--- config.mk ---
export PLATFORM = sky130hd
export DESIGN_NAME = hub75_bcm_scan_ctrl
export DESIGN_NICKNAME = d
export VERILOG_FILES = /design/src/rtl/hub75_bcm_scan_ctrl.sv
export SDC_FILE = /design/constraint.sdc
export NUM_CORES = 1
export LEC_CHECK = 0
export CORE_MARGIN = 2
export CORE_UTILIZATION = 50
export DETAILED_ROUTE_END_ITERATION = 8
export GPL_ROUTABILITY_DRIVEN = 0
export PLACE_DENSITY = 0.73
export SYNTH_ARGS = -nofsm -noshare
export SYNTH_HDL_FRONTEND = slang
export SYNTH_SLANG_ARGS = --single-unit
--- constraint.sdc ---
create_clock -name clk -period 3.6 [get_ports clk]
set_clock_uncertainty 0.05 [all_clocks]
set_input_delay 0.54 -clock clk [delete_from_list [all_inputs] [get_ports clk]]
set_output_delay 0.54 -clock clk [all_outputs]
set_load 0.03 [all_outputs]
--- src/rtl/hub75_bcm_scan_ctrl.sv ---
// HUB75 row-scan controller with binary-coded modulation: the next bitplane is shifted
// while the current one is displayed, LSB plane first, with dead time around every latch.
module hub75_bcm_scan_ctrl #(
    parameter int HPIXEL   = 64,
    parameter int VPIXEL   = 64,
    parameter int BPP      = 8,
    parameter int SEGMENTS = 2,
    parameter int LEN_WD   = 8,
    parameter int DEAD_CYC = 2
) (
    input  logic                                clk,
    input  logic                                rst,
    input  logic                                i_enable,
    input  logic [$clog2(BPP+1)-1:0]            i_bits,
    input  logic [LEN_WD-1:0]                   i_base_len,
    input  logic                                i_clr_uflow,
    output logic                                o_tx_start,
    output logic [$clog2(HPIXEL*VPIXEL)-1:0]    o_init_addr,
    output logic [$clog2(BPP)-1:0]              o_pix_bit,
    input  logic                                i_tx_ready,
    output logic                                o_latch,
    output logic                                o_oe_n,
    output logic [$clog2(VPIXEL/SEGMENTS)-1:0]  o_row_addr,
    output logic                                o_frame_start,
    output logic                                o_frame_done,
    output logic [15:0]                         o_uflow_cnt
);
    localparam int ROWS   = VPIXEL / SEGMENTS;
    localparam int BITS_W = $clog2(BPP + 1);
    localparam int ADDR_W = $clog2(HPIXEL * VPIXEL);
    localparam int PB_W   = $clog2(BPP);
    localparam int ROW_W  = $clog2(ROWS);
    localparam int CNT_W  = LEN_WD + BPP;
    localparam int DC_W   = $clog2(DEAD_CYC + 1);

    typedef enum logic [2:0] {S_IDLE, S_PRELOAD, S_LATCH, S_DEAD, S_DISPLAY, S_BLANK} state_t;

    state_t              state_reg;
    logic [BITS_W-1:0]   nb_reg, sh_k_reg, disp_k_reg;
    logic [ROW_W-1:0]    sh_row_reg, row_addr_reg;
    logic                pend_reg, start_req_reg, uflow_seen_reg, disp_last_reg;
    logic [CNT_W-1:0]    on_cnt_reg;
    logic [DC_W-1:0]     dcnt_reg;
    logic                tx_start_reg, latch_reg, oe_n_reg, frame_start_reg, frame_done_reg;
    logic [ADDR_W-1:0]   init_addr_reg;
    logic [PB_W-1:0]     pix_bit_reg;
    logic [15:0]         uflow_cnt_reg;

    logic [BITS_W-1:0]   bits_eff, nxt_k, nxt_nb;
    logic [ROW_W-1:0]    nxt_row;
    logic [PB_W-1:0]     nxt_bit, first_bit;
    logic [ADDR_W-1:0]   nxt_addr;
    logic [LEN_WD-1:0]   base_eff;
    logic [CNT_W-1:0]    on_time;
    logic                shift_done, blank_ok, latch_go, uflow_evt;

    always_comb begin
        bits_eff = i_bits;
        if (i_bits == '0 || i_bits > BITS_W'(BPP))
            bits_eff = BITS_W'(BPP);
        // Successor of the plane most recently shifted; bit depth is re-sampled only on frame wrap
        nxt_row = sh_row_reg;
        nxt_k   = sh_k_reg + BITS_W'(1);
        nxt_nb  = nb_reg;
        if (sh_k_reg == nb_reg - BITS_W'(1)) begin
            nxt_k = '0;
            if (sh_row_reg == ROW_W'(ROWS - 1)) begin
                nxt_row = '0;
                nxt_nb  = bits_eff;
            end else begin
                nxt_row = sh_row_reg + ROW_W'(1);
            end
        end
        nxt_bit    = PB_W'(BPP - int'(nxt_nb) + int'(nxt_k));
        first_bit  = PB_W'(BPP - int'(bits_eff));
        nxt_addr   = ADDR_W'(int'(nxt_row) * HPIXEL);
        base_eff   = (i_base_len == '0) ? LEN_WD'(1) : i_base_len;
        on_time    = CNT_W'(base_eff) << disp_k_reg;
        // Ready is stale while our own start pulse is still on the wire
        shift_done = i_tx_ready && !tx_start_reg && !start_req_reg;
        blank_ok   = (state_reg == S_BLANK) && (dcnt_reg >= DC_W'(DEAD_CYC - 1));
        latch_go   = pend_reg && shift_done && ((state_reg == S_PRELOAD) || blank_ok);
        uflow_evt  = pend_reg && blank_ok && !shift_done && !uflow_seen_reg;
    end

    always_ff @(posedge clk) begin
        if (rst) begin
            state_reg       <= S_IDLE;
            nb_reg          <= BITS_W'(BPP);
            sh_k_reg        <= '0;
            sh_row_reg      <= '0;
            disp_k_reg      <= '0;
            disp_last_reg   <= 1'b0;
            pend_reg        <= 1'b0;
            start_req_reg   <= 1'b0;
            uflow_seen_reg  <= 1'b0;
            on_cnt_reg      <= '0;
            dcnt_reg        <= '0;
            tx_start_reg    <= 1'b0;
            init_addr_reg   <= '0;
            pix_bit_reg     <= '0;
            latch_reg       <= 1'b0;
            oe_n_reg        <= 1'b1;
            row_addr_reg    <= '0;
            frame_start_reg <= 1'b0;
            frame_done_reg  <= 1'b0;
            uflow_cnt_reg   <= '0;
        end else begin
            tx_start_reg    <= 1'b0;
            latch_reg       <= 1'b0;
            frame_start_reg <= 1'b0;
            frame_done_reg  <= 1'b0;
            if (start_req_reg && i_tx_ready) begin
                tx_start_reg  <= 1'b1;
                start_req_reg <= 1'b0;
            end
            case (state_reg)
                S_IDLE: begin
                    oe_n_reg <= 1'b1;
                    if (i_enable && i_tx_ready) begin
                        tx_start_reg  <= 1'b1;
                        nb_reg        <= bits_eff;
                        sh_row_reg    <= '0;
                        sh_k_reg      <= '0;
                        init_addr_reg <= '0;
                        pix_bit_reg   <= first_bit;
                        pend_reg      <= 1'b1;
                        state_reg     <= S_PRELOAD;
                    end
                end
                S_PRELOAD: begin
                end
                S_LATCH: begin
                    dcnt_reg  <= '0;
                    state_reg <= S_DEAD;
                end
                S_DEAD: begin
                    if (dcnt_reg >= DC_W'(DEAD_CYC - 1)) begin
                        oe_n_reg   <= 1'b0;
                        on_cnt_reg <= on_time - CNT_W'(1);
                        state_reg  <= S_DISPLAY;
                        if (i_enable) begin
                            pend_reg      <= 1'b1;
                            sh_row_reg    <= nxt_row;
                            sh_k_reg      <= nxt_k;
                            nb_reg        <= nxt_nb;
                            init_addr_reg <= nxt_addr;
                            pix_bit_reg   <= nxt_bit;
                            if (i_tx_ready)
                                tx_start_reg <= 1'b1;
                            else
                                start_req_reg <= 1'b1;
                        end
                    end else begin
                        dcnt_reg <= dcnt_reg + DC_W'(1);
                    end
                end
                S_DISPLAY: begin
                    if (on_cnt_reg == '0) begin
                        oe_n_reg       <= 1'b1;
                        frame_done_reg <= disp_last_reg;
                        dcnt_reg       <= '0;
                        uflow_seen_reg <= 1'b0;
                        state_reg      <= S_BLANK;
                    end else begin
                        on_cnt_reg <= on_cnt_reg - CNT_W'(1);
                    end
                end
                S_BLANK: begin
                    if (!blank_ok)
                        dcnt_reg <= dcnt_reg + DC_W'(1);
                    else if (!pend_reg)
                        state_reg <= S_IDLE;
                    if (uflow_evt)
                        uflow_seen_reg <= 1'b1;
                end
                default: state_reg <= S_IDLE;
            endcase
            if (latch_go) begin
                latch_reg       <= 1'b1;
                row_addr_reg    <= sh_row_reg;
                frame_start_reg <= (sh_row_reg == '0) && (sh_k_reg == '0);
                disp_k_reg      <= sh_k_reg;
                disp_last_reg   <= (sh_row_reg == ROW_W'(ROWS - 1)) && (sh_k_reg == nb_reg - BITS_W'(1));
                pend_reg        <= 1'b0;
                state_reg       <= S_LATCH;
            end
            if (i_clr_uflow)
                uflow_cnt_reg <= '0;
            else if (uflow_evt && uflow_cnt_reg != 16'hFFFF)
                uflow_cnt_reg <= uflow_cnt_reg + 16'd1;
        end
    end

    assign o_tx_start    = tx_start_reg;
    assign o_init_addr   = init_addr_reg;
    assign o_pix_bit     = pix_bit_reg;
    assign o_latch       = latch_reg;
    assign o_oe_n        = oe_n_reg;
    assign o_row_addr    = row_addr_reg;
    assign o_frame_start = frame_start_reg;
    assign o_frame_done  = frame_done_reg;
    assign o_uflow_cnt   = uflow_cnt_reg;
endmodule
==> metrics.cfg, run 1 <==
[place]
dp_worst_setup_slack_ns = -0.03304
io_buffers = 50
hpwl_um = 8225
post-place-cells = 699

[hold_path]
worstHoldPathType = reg -> reg
hold_start = on_cnt_reg[3]
hold_end = on_cnt_reg[3]
hold_depth = 2

[final_layout]
fin_util = 0.6109
final_common_cell = nor2_1
drive_above_1_share = 0.08072
final_cell_mix = nor2_1, dfxtp_1, clkdlybuf4s50_1, nand2_1, a21oi_1
fin_cells = 715
nets = 631
diodes = 0
area_growth_pct = 19.45
nFillCells = 781

[run]
cap_violations = 0

[synthesis]
netlist_area_um2 = 4438
yosys_warnings = 0
synth_cells = 555
yosys-top-cells-area = dfxtp_1, nor2_1, nand2_1
synth.distinct_cells = 70
ys_ff_latch = 71
synth_top_area_share = 0.3203
synth_flop_cell = dfxtp_1
ys_seq_area_frac = 0.3203
yosysTopAreaCell = dfxtp_1
synth_edf_count = 0
postSynth.asyncResetShare = 0
syn_avg_cell_area_um2 = 7.996

[cts]
cts_tree = built
hold_buffers = 0
cts_max_level = 3
cts_setup_buffers = 0
clock_sinks = 71
post_cts_resized = 0
clkTransAtPathRegs_ns = 0.08
clock_latency_ns = 0.35
cts-root-buf = clkbuf_8
clockBufferDepth = 2
cts_buffers = 9

[worst_setup_path]
cp_max_fo = 14
endpoint_kind = register
crit_top_cell = a31o_1
cpLargestDelayFamily = compound AO/OA/AOI/OAI gates
r2r_start = disp_k_reg[0]
arrival_ns = 3.62
path_cells = mux4_2 -> a31o_1 -> a31o_1 -> a2111oi_1 -> nand3_1 -> o31a_1 -> o32ai_1
critPathBufInv = 0
critPathKind = reg -> reg
rr_endpoint = on_cnt_reg[9]
crit_required_ns = 3.80
start_kind = register
cpPeakStageDelay_ns = 0.70
reg2regPathDepth = 7
rrSetupSlack_ns = 0.18
critPathSlowestCell = dfxtp_1

[route]
highest_layer = met4
antenna_left = 0
met2_wirelength_um = 5366
vias_per_cell = 5.950
drc_errors = 0
wl_per_cell_um = 15.45
drt_iter0_drc = 369
vias = 4254
routed_wl_um = 11050
wl_met3_um = 642
firstDrtPassIters = 5
m1WireLength_um = 4785

[sta]
rsz0062_at_grt = false
finalHoldViolCount = 0
slew_viol_final = 0
setup-violations-final = 0
max_clock_freq_mhz = 292.5
fin_crit_ns = 3.419
tightestPinTransition_ns = 0.7828
fin_ws_ns = 0.1807
slew_headroom = 0.4781
hold_slack_ns = 0.4187
min_period_over_period = 0.9498

[grt]
grt_pass1_wl_um = 18860
overflow = 0
grt_max_degree = 46
antenna_found_initial = 0
grt_pass1_vias = 4054
track_usage = 0.2344

[power_and_ir_drop]
ir_drop_mv = 0.2462
p_leak_nw = 1.951
power_density_nw_per_um2 = 331.3
power_w = 0.001756

[floorplan]
dieArea_um2 = 9645
rows = 34
initial_core_util = 0.5114
dieWidth_um = 98.21
ios = 58
core_um2 = 8678
die_h_um = 98.21

[run_status]
status = complete, no violations

-- layer usage --
metal / global-route usage / vias up
met2: 0.4025 / 144
met5: 0 / -
met4: 0.08219 / 0
li1: - / 2102
met1: 0.2917 / 1979
met3: 0.05011 / 29
-- worst register-to-register path, delay by kind of cell, from the launching register on --
family / cells / cell delay, ns
compound gates: 5 / 1.66
flops: 1 / 0.70
mux: 1 / 0.60
simple gates: 1 / 0.32
-- metrics by stage --
| stage | cell area, um^2 | setup TNS [ns] |
|---|---|---|
| after floorplan | 4461 | 0 |
| after global placement | 5046 | 0 |
| after detailed placement | 5046 | -0.04720 |
| after CTS | 5301 | 0 |
| after global routing | 5301 | 0 |
| final | 5301 | 0 |
-- cell families after synthesis --
group / count (synthesis) / synth area share
XOR/XNOR: 26 / 0.05131
AND/OR/NAND/NOR: 237 / 0.2676
buffers and inverters: 56 / 0.05723
multiplexers: 28 / 0.07950
other: 1 / 0.0008450
AO/OA/AOI/OAI: 124 / 0.1878
flip-flops: 71 / 0.3203
adder cells (fa/ha/maj): 12 / 0.03552
-- worst max path at each step --
| stage | from | to | slack (ns) | cells past startpoint |
|---|---|---|---|---|
| floorplan | nb_reg[0] | o_pix_bit[1] | 0.60 | 11 |
| global placement | i_base_len[4] | on_cnt_reg[15] | 0.12 | 8 |
| detailed placement | i_base_len[4] | on_cnt_reg[9] | -0.03 | 8 |
| CTS | disp_k_reg[0] | on_cnt_reg[15] | 0.26 | 7 |
| global route | disp_k_reg[0] | on_cnt_reg[15] | 0.02 | 7 |
| finish | disp_k_reg[0] | on_cnt_reg[9] | 0.18 | 7 |
-- layout make-up --
| class | count | area (um^2) | share of cell area |
|---|---|---|---|
| Clock buffer | 11 | 151.4 | 0.02856 |
| Clock inverter | 5 | 103.9 | 0.01959 |
| Inverter | 19 | 71.32 | 0.01345 |
| Multi-Input combinational cell | 434 | 2790 | 0.5263 |
| Sequential cell | 71 | 1421 | 0.2681 |
| Tap cell | 108 | 135.1 | 0.02549 |
| Timing Repair Buffer | 67 | 628.1 | 0.1185 |
-- Yosys cell counts (4+ instances only) --
cell and count:
nor2_1 75, dfxtp_1 71, nand2_1 43, a21oi_1 29
clkbuf_1 22, o21ai_0 22, nand3_1 20, inv_1 19
nor2b_1 16, mux2i_1 15, nor3_1 15, xnor2_1 15
a31oi_1 11, ha_1 11, nor4_1 11, xor2_1 11
buf_4 8, nand4_1 8, or3_1 8, a211oi_1 7
and2_1 7, mux2_2 6, o31ai_1 6, and3_1 5
mux4_2 5, nand2b_1 5, nor3b_1 5, a21o_1 4
a22oi_1 4, buf_2 4, nand3b_1 4, nor4b_1 4
o21a_1 4
-- power breakdown --
| group | total [W] | switching (W) | internal [W] |
|---|---|---|---|
| Combinational | 0.000151 | 0.0000871 | 0.0000635 |
| Clock | 0.000806 | 0.000307 | 0.000498 |
| Sequential | 0.000800 | 0.00000812 | 0.000792 |
| Total | 0.00176 | 0.000403 | 0.00135 |
No activity file was read; power rests on OpenSTA's default activity.
==> run 2, diff against run 1 <==
--- a/config.mk
+++ b/config.mk
@@ -10,6 +10,7 @@
 export DETAILED_ROUTE_END_ITERATION = 8
 export GPL_ROUTABILITY_DRIVEN = 0
 export PLACE_DENSITY = 0.73
+export SLEW_MARGIN = 20
 export SYNTH_ARGS = -nofsm -noshare
 export SYNTH_HDL_FRONTEND = slang
 export SYNTH_SLANG_ARGS = --single-unit
==> constraint.sdc (replaced) <==
create_clock -name clk -period 4 [get_ports clk]
set_clock_uncertainty 0.05 [all_clocks]
set_input_delay 0.6 -clock clk [delete_from_list [all_inputs] [get_ports clk]]
set_output_delay 0.6 -clock clk [all_outputs]
set_load 0.03 [all_outputs]
==> run 2 against run 1 <==
Compared with the run above: utilization decreased by 1.0 points; largest power group is now registers; critical path depth unchanged; die area unchanged; wire length decreased by 0.11%; fmax decreased by 2.0%; setup slack improved by 0.33 ns.
==> metrics.cfg, run 2 (synthesized netlist as in run 1, its figures left out) <==
[cts]
cts_setup_buffers = 0
clock_latency_ns = 0.34
clockBufferDepth = 2
cts_buffers = 9
cts-root-buf = clkbuf_8
hold_buffers = 0
post_cts_resized = 0
cts_tree = built
clkTransAtPathRegs_ns = 0.08
clock_sinks = 71
cts_max_level = 3

[sta]
setup-violations-final = 0
min_period_over_period = 0.8726
tightestPinTransition_ns = 0.8036
fin_tns_setup_ns = 0
finalHoldViolCount = 0
slew_headroom = 0.4619
rsz0062_at_grt = false
max_clock_freq_mhz = 286.5
slew_viol_final = 0
hold_slack_ns = 0.4459
fin_crit_ns = 3.490

[floorplan]
die_h_um = 98.21
core_um2 = 8678
dieWidth_um = 98.21
initial_core_util = 0.5114
dieArea_um2 = 9645
ios = 58
rows = 34

[worst_setup_path]
cp_max_fo = 20
r2r_start = disp_k_reg[0]
rrSetupSlack_ns = 0.51
critPathKind = reg -> reg
crit_required_ns = 4.22
reg2regPathDepth = 7
endpoint_kind = register
start_kind = register
arrival_ns = 3.71
rr_endpoint = on_cnt_reg[15]

[power_and_ir_drop]
power_density_nw_per_um2 = 283.2
ir_drop_mv = 0.2101
p_leak_nw = 1.896

[route]
antenna_left = 0
met2_wirelength_um = 5274
drt_iter0_drc = 330
vias = 4295
m1WireLength_um = 4873
vias_per_cell = 6.066
wl_met3_um = 649
drc_errors = 0
wl_per_cell_um = 15.59
firstDrtPassIters = 6
routed_wl_um = 11040
highest_layer = met4

[hold_path]
hold_start = on_cnt_reg[4]
hold_depth = 2
hold_end = on_cnt_reg[4]
worstHoldPathType = reg -> reg

[final_layout]
final_cell_mix = nor2_1, dfxtp_1, clkdlybuf4s50_1, nand2_1, a21oi_1
final_common_cell = nor2_1
nets = 625
diodes = 0
area_growth_pct = 17.42
drive_above_1_share = 0.07000

[place]
hpwl_um = 8060
io_buffers = 50

[grt]
grt_pass1_vias = 4008
track_usage = 0.2292
antenna_found_initial = 0
grt_max_degree = 46
grt_pass1_wl_um = 18760
overflow = 0

[run_status]
status = complete, no violations

[run]
cap_violations = 0

## run 2: changes by cell type in the layout (fill, tap and decap cells not counted), sizes merged
| cell | delta |
|---|---|
| buf | -6 |
| clkinvlp | +1 |
| clkbuf | -2 |
| clkinv | +1 |
| bufinv | -1 |
## run 2: critical path, stage by stage (launching register included)
cell and delay [ns]:
dfxtp_1 0.82, mux4_2 0.61, a31o_1 0.23, a31o_1 0.23
a2111oi_1 0.58, o2111ai_1 0.25, or4b_1 0.53, o211ai_1 0.11
## run 2: metal layers
metal | up-vias | GRT usage
li1 | 2079 | -
met4 | 0 | 0.07692
met5 | - | 0
met3 | 32 | 0.04510
met1 | 2033 | 0.2965
met2 | 151 | 0.3846
## run 2: metrics by stage
stage | setup slack [ns] | std cells | total power (W) | util | area (um^2)
final | 0.5097 | 708 | 0.001476 | 0.6005 | 5211
after global routing | 0.3142 | 708 | 0.001523 | 0.6005 | 5211
after CTS | 0.6270 | 708 | 0.001481 | 0.6005 | 5211
after detailed placement | 0.2581 | 693 | 0.0008694 | 0.5763 | 5001
after global placement | 0.4337 | 693 | 0.0008659 | 0.5763 | 5001
after floorplan | 0.9968 | 561 | 0.0008295 | - | 4461
## run 2: power by group
group	switching (W)	total (W)	internal, W
logic	0.0000788	0.000134	0.0000554
clock network	0.000275	0.000622	0.000347
registers	0.00000739	0.000720	0.000712
## run 2: worst max-delay path by stage
| stage | startpoint | to | slack [ns] | cells after the start |
|---|---|---|---|---|
| 2_1_floorplan | i_base_len[4] | on_cnt_reg[12] | 1.0 | 9 |
| 3_3_place_gp | i_base_len[4] | on_cnt_reg[14] | 0.43 | 10 |
| 3_5_place_dp | i_base_len[4] | on_cnt_reg[14] | 0.26 | 10 |
| 4_1_cts | i_base_len[4] | on_cnt_reg[14] | 0.63 | 10 |
| 5_1_grt | i_base_len[4] | on_cnt_reg[14] | 0.31 | 10 |
| 6_report | disp_k_reg[0] | on_cnt_reg[15] | 0.51 | 7 |
## run 2: area by class of cell
cell class	instances	area, um^2
Clock buffer	9	123.9
Inverter	19	71.32
Timing Repair Buffer	61	583.1
Sequential cell	71	1421
Multi-Input combinational cell	434	2790
Fill cell	828	3467
Clock inverter	6	86.33
Tap cell	108	135.1
==> run 3, diff against run 2 <==
--- a/config.mk
+++ b/config.mk
@@ -9,6 +9,7 @@
 export CORE_UTILIZATION = 50
 export DETAILED_ROUTE_END_ITERATION = 8
 export GPL_ROUTABILITY_DRIVEN = 0
+export MAX_ROUTING_LAYER = met4
 export PLACE_DENSITY = 0.73
 export SLEW_MARGIN = 20
 export SYNTH_ARGS = -nofsm -noshare
==> run 3 against run 2 <==
Compared with the run above: total power about the same; flip-flop and latch count did not move; wire length shrank 0.44%; cell count stayed put; register-to-register slack better by 0.04 ns; combinational power is essentially flat; non-clock buffer count stayed put; first-iteration DRC count decreased by 0.30%; sequential share of layout area did not move.
==> metrics.cfg, run 3 (synthesized netlist as in run 1, its figures left out) <==
[route]
antenna_left = 0
drc_errors = 0
firstDrtPassIters = 5
wl_per_cell_um = 15.52
drt_iter0_drc = 329
vias = 4280
vias_per_cell = 6.045
routed_wl_um = 10990

[grt]
track_usage = 0.2365
antenna_found_initial = 0
overflow = 0
grt_max_degree = 46
grt_pass1_wl_um = 18770
grt_pass1_vias = 3998

[worst_setup_path]
critPathSlowestCell = dfxtp_1
path_cells = mux4_2 -> a31o_1 -> a31o_1 -> a2111oi_1 -> o2111ai_1 -> or4b_1 -> o211ai_1
cpPeakStageDelay_ns = 0.82
critPathBufInv = 0
endpoint_kind = register
critPathKind = reg -> reg
rrSetupSlack_ns = 0.55
cp_max_fo = 20
start_kind = register
crit_required_ns = 4.21
rr_endpoint = on_cnt_reg[15]
reg2regPathDepth = 7
cpLargestDelayFamily = compound AO/OA/AOI/OAI gates
arrival_ns = 3.66
crit_top_cell = a31o_1
r2r_start = disp_k_reg[0]
critPathLaunch = disp_k_reg[0]

[cts]
post_cts_resized = 0
cts_setup_buffers = 0
clock_sinks = 71
cts-root-buf = clkbuf_8
cts_tree = built
cts_max_level = 3
clock_latency_ns = 0.34
clockBufferDepth = 2
clkTransAtPathRegs_ns = 0.08
hold_buffers = 0
cts_buffers = 9

[sta]
slew_headroom = 0.4565
fin_crit_ns = 3.450
fin_ws_ns = 0.5502
slew_viol_final = 0
setup-violations-final = 0
hold_slack_ns = 0.4420
min_period_over_period = 0.8625
max_clock_freq_mhz = 289.9
tightestPinTransition_ns = 0.8118
fin_tns_setup_ns = 0
rsz0062_at_grt = false
finalHoldViolCount = 0

[floorplan]
rows = 34
initial_core_util = 0.5114
dieWidth_um = 98.21
dieArea_um2 = 9645
core_um2 = 8678
ios = 58
die_h_um = 98.21

[power_and_ir_drop]
seq_power_share = 0.488
power_density_nw_per_um2 = 283.2
combPwrFrac = 0.091
ir_drop_mv = 0.2101
swShare = 0.2449
internal-power_w = 0.001114
p_leak_nw = 1.896
p_switching_w = 0.0003615
clockPowerShare = 0.421

[place]
io_buffers = 50
hpwl_um = 8060
dp_worst_setup_slack_ns = 0.2581
placed_area_um2 = 5001

[final_layout]
drive_above_1_share = 0.07000
area_growth_pct = 17.42
final_common_cell = nor2_1
fin_area_um2 = 5211
diodes = 0
nets = 625
final_cell_mix = nor2_1, dfxtp_1, clkdlybuf4s50_1, nand2_1, a21oi_1

[hold_path]
worstHoldPathType = reg -> reg
hold_end = on_cnt_reg[4]
hold_depth = 2
hold_start = on_cnt_reg[4]

[run_status]
status = complete, no violations

[run]
cap_violations = 0

==> run 3: worst max-delay path by stage <==
stage | end | slack [ns] | cells past startpoint
floorplan | on_cnt_reg[12] | 1.0 | 9
finish | on_cnt_reg[15] | 0.55 | 7
detailed placement | on_cnt_reg[14] | 0.26 | 10
CTS | on_cnt_reg[14] | 0.63 | 10
global route | on_cnt_reg[14] | 0.31 | 10
global placement | on_cnt_reg[14] | 0.43 | 10
==> run 3: stage by stage <==
stage | instances | power (W) | util
3_3_place_gp | 693 | 0.0008659 | 0.5763
6_report | 708 | 0.001476 | 0.6005
5_1_grt | 708 | 0.001523 | 0.6005
4_1_cts | 708 | 0.001481 | 0.6005
3_5_place_dp | 693 | 0.0008694 | 0.5763
2_1_floorplan | 561 | 0.0008295 | -
==> run 3: layout make-up <==
class	count	area [um^2]
inverters	19	71.32
clock buffers	9	123.9
flip-flops and latches	71	1421
well taps	108	135.1
clock inverters	6	86.33
multi-input cells	434	2790
fillers	828	3467
repair buffers	61	583.1
==> run 3: worst reg2reg max path: stages (launching register included) <==
cell and delay (ns):
dfxtp_1 0.82, mux4_2 0.62, a31o_1 0.24, a31o_1 0.23, a2111oi_1 0.56, o2111ai_1 0.24
or4b_1 0.51, o211ai_1 0.11
==> run 3: power by group through the flow <==
stage	combinational (W)	sequential, W	clock, W
6_report	0.000134	0.000720	0.000622
5_1_grt	0.000147	0.000721	0.000655
4_1_cts	0.000133	0.000720	0.000628
3_5_place_dp	0.000133	0.000736	0
3_3_place_gp	0.000130	0.000736	0
2_1_floorplan	0.0000912	0.000738	0
==> run 3: per-layer routing <==
metal | wire, um | vias up | GRT usage | part of all wire
li1 | - | 2078 | - | -
met1 | 4822 | 2006 | 0.2992 | 0.44
met2 | 5245 | 161 | 0.3830 | 0.48
met3 | 660 | 35 | 0.04510 | 0.060
met4 | 259 | 0 | 0.07692 | 0.024
met5 | 0 | - | - | 0
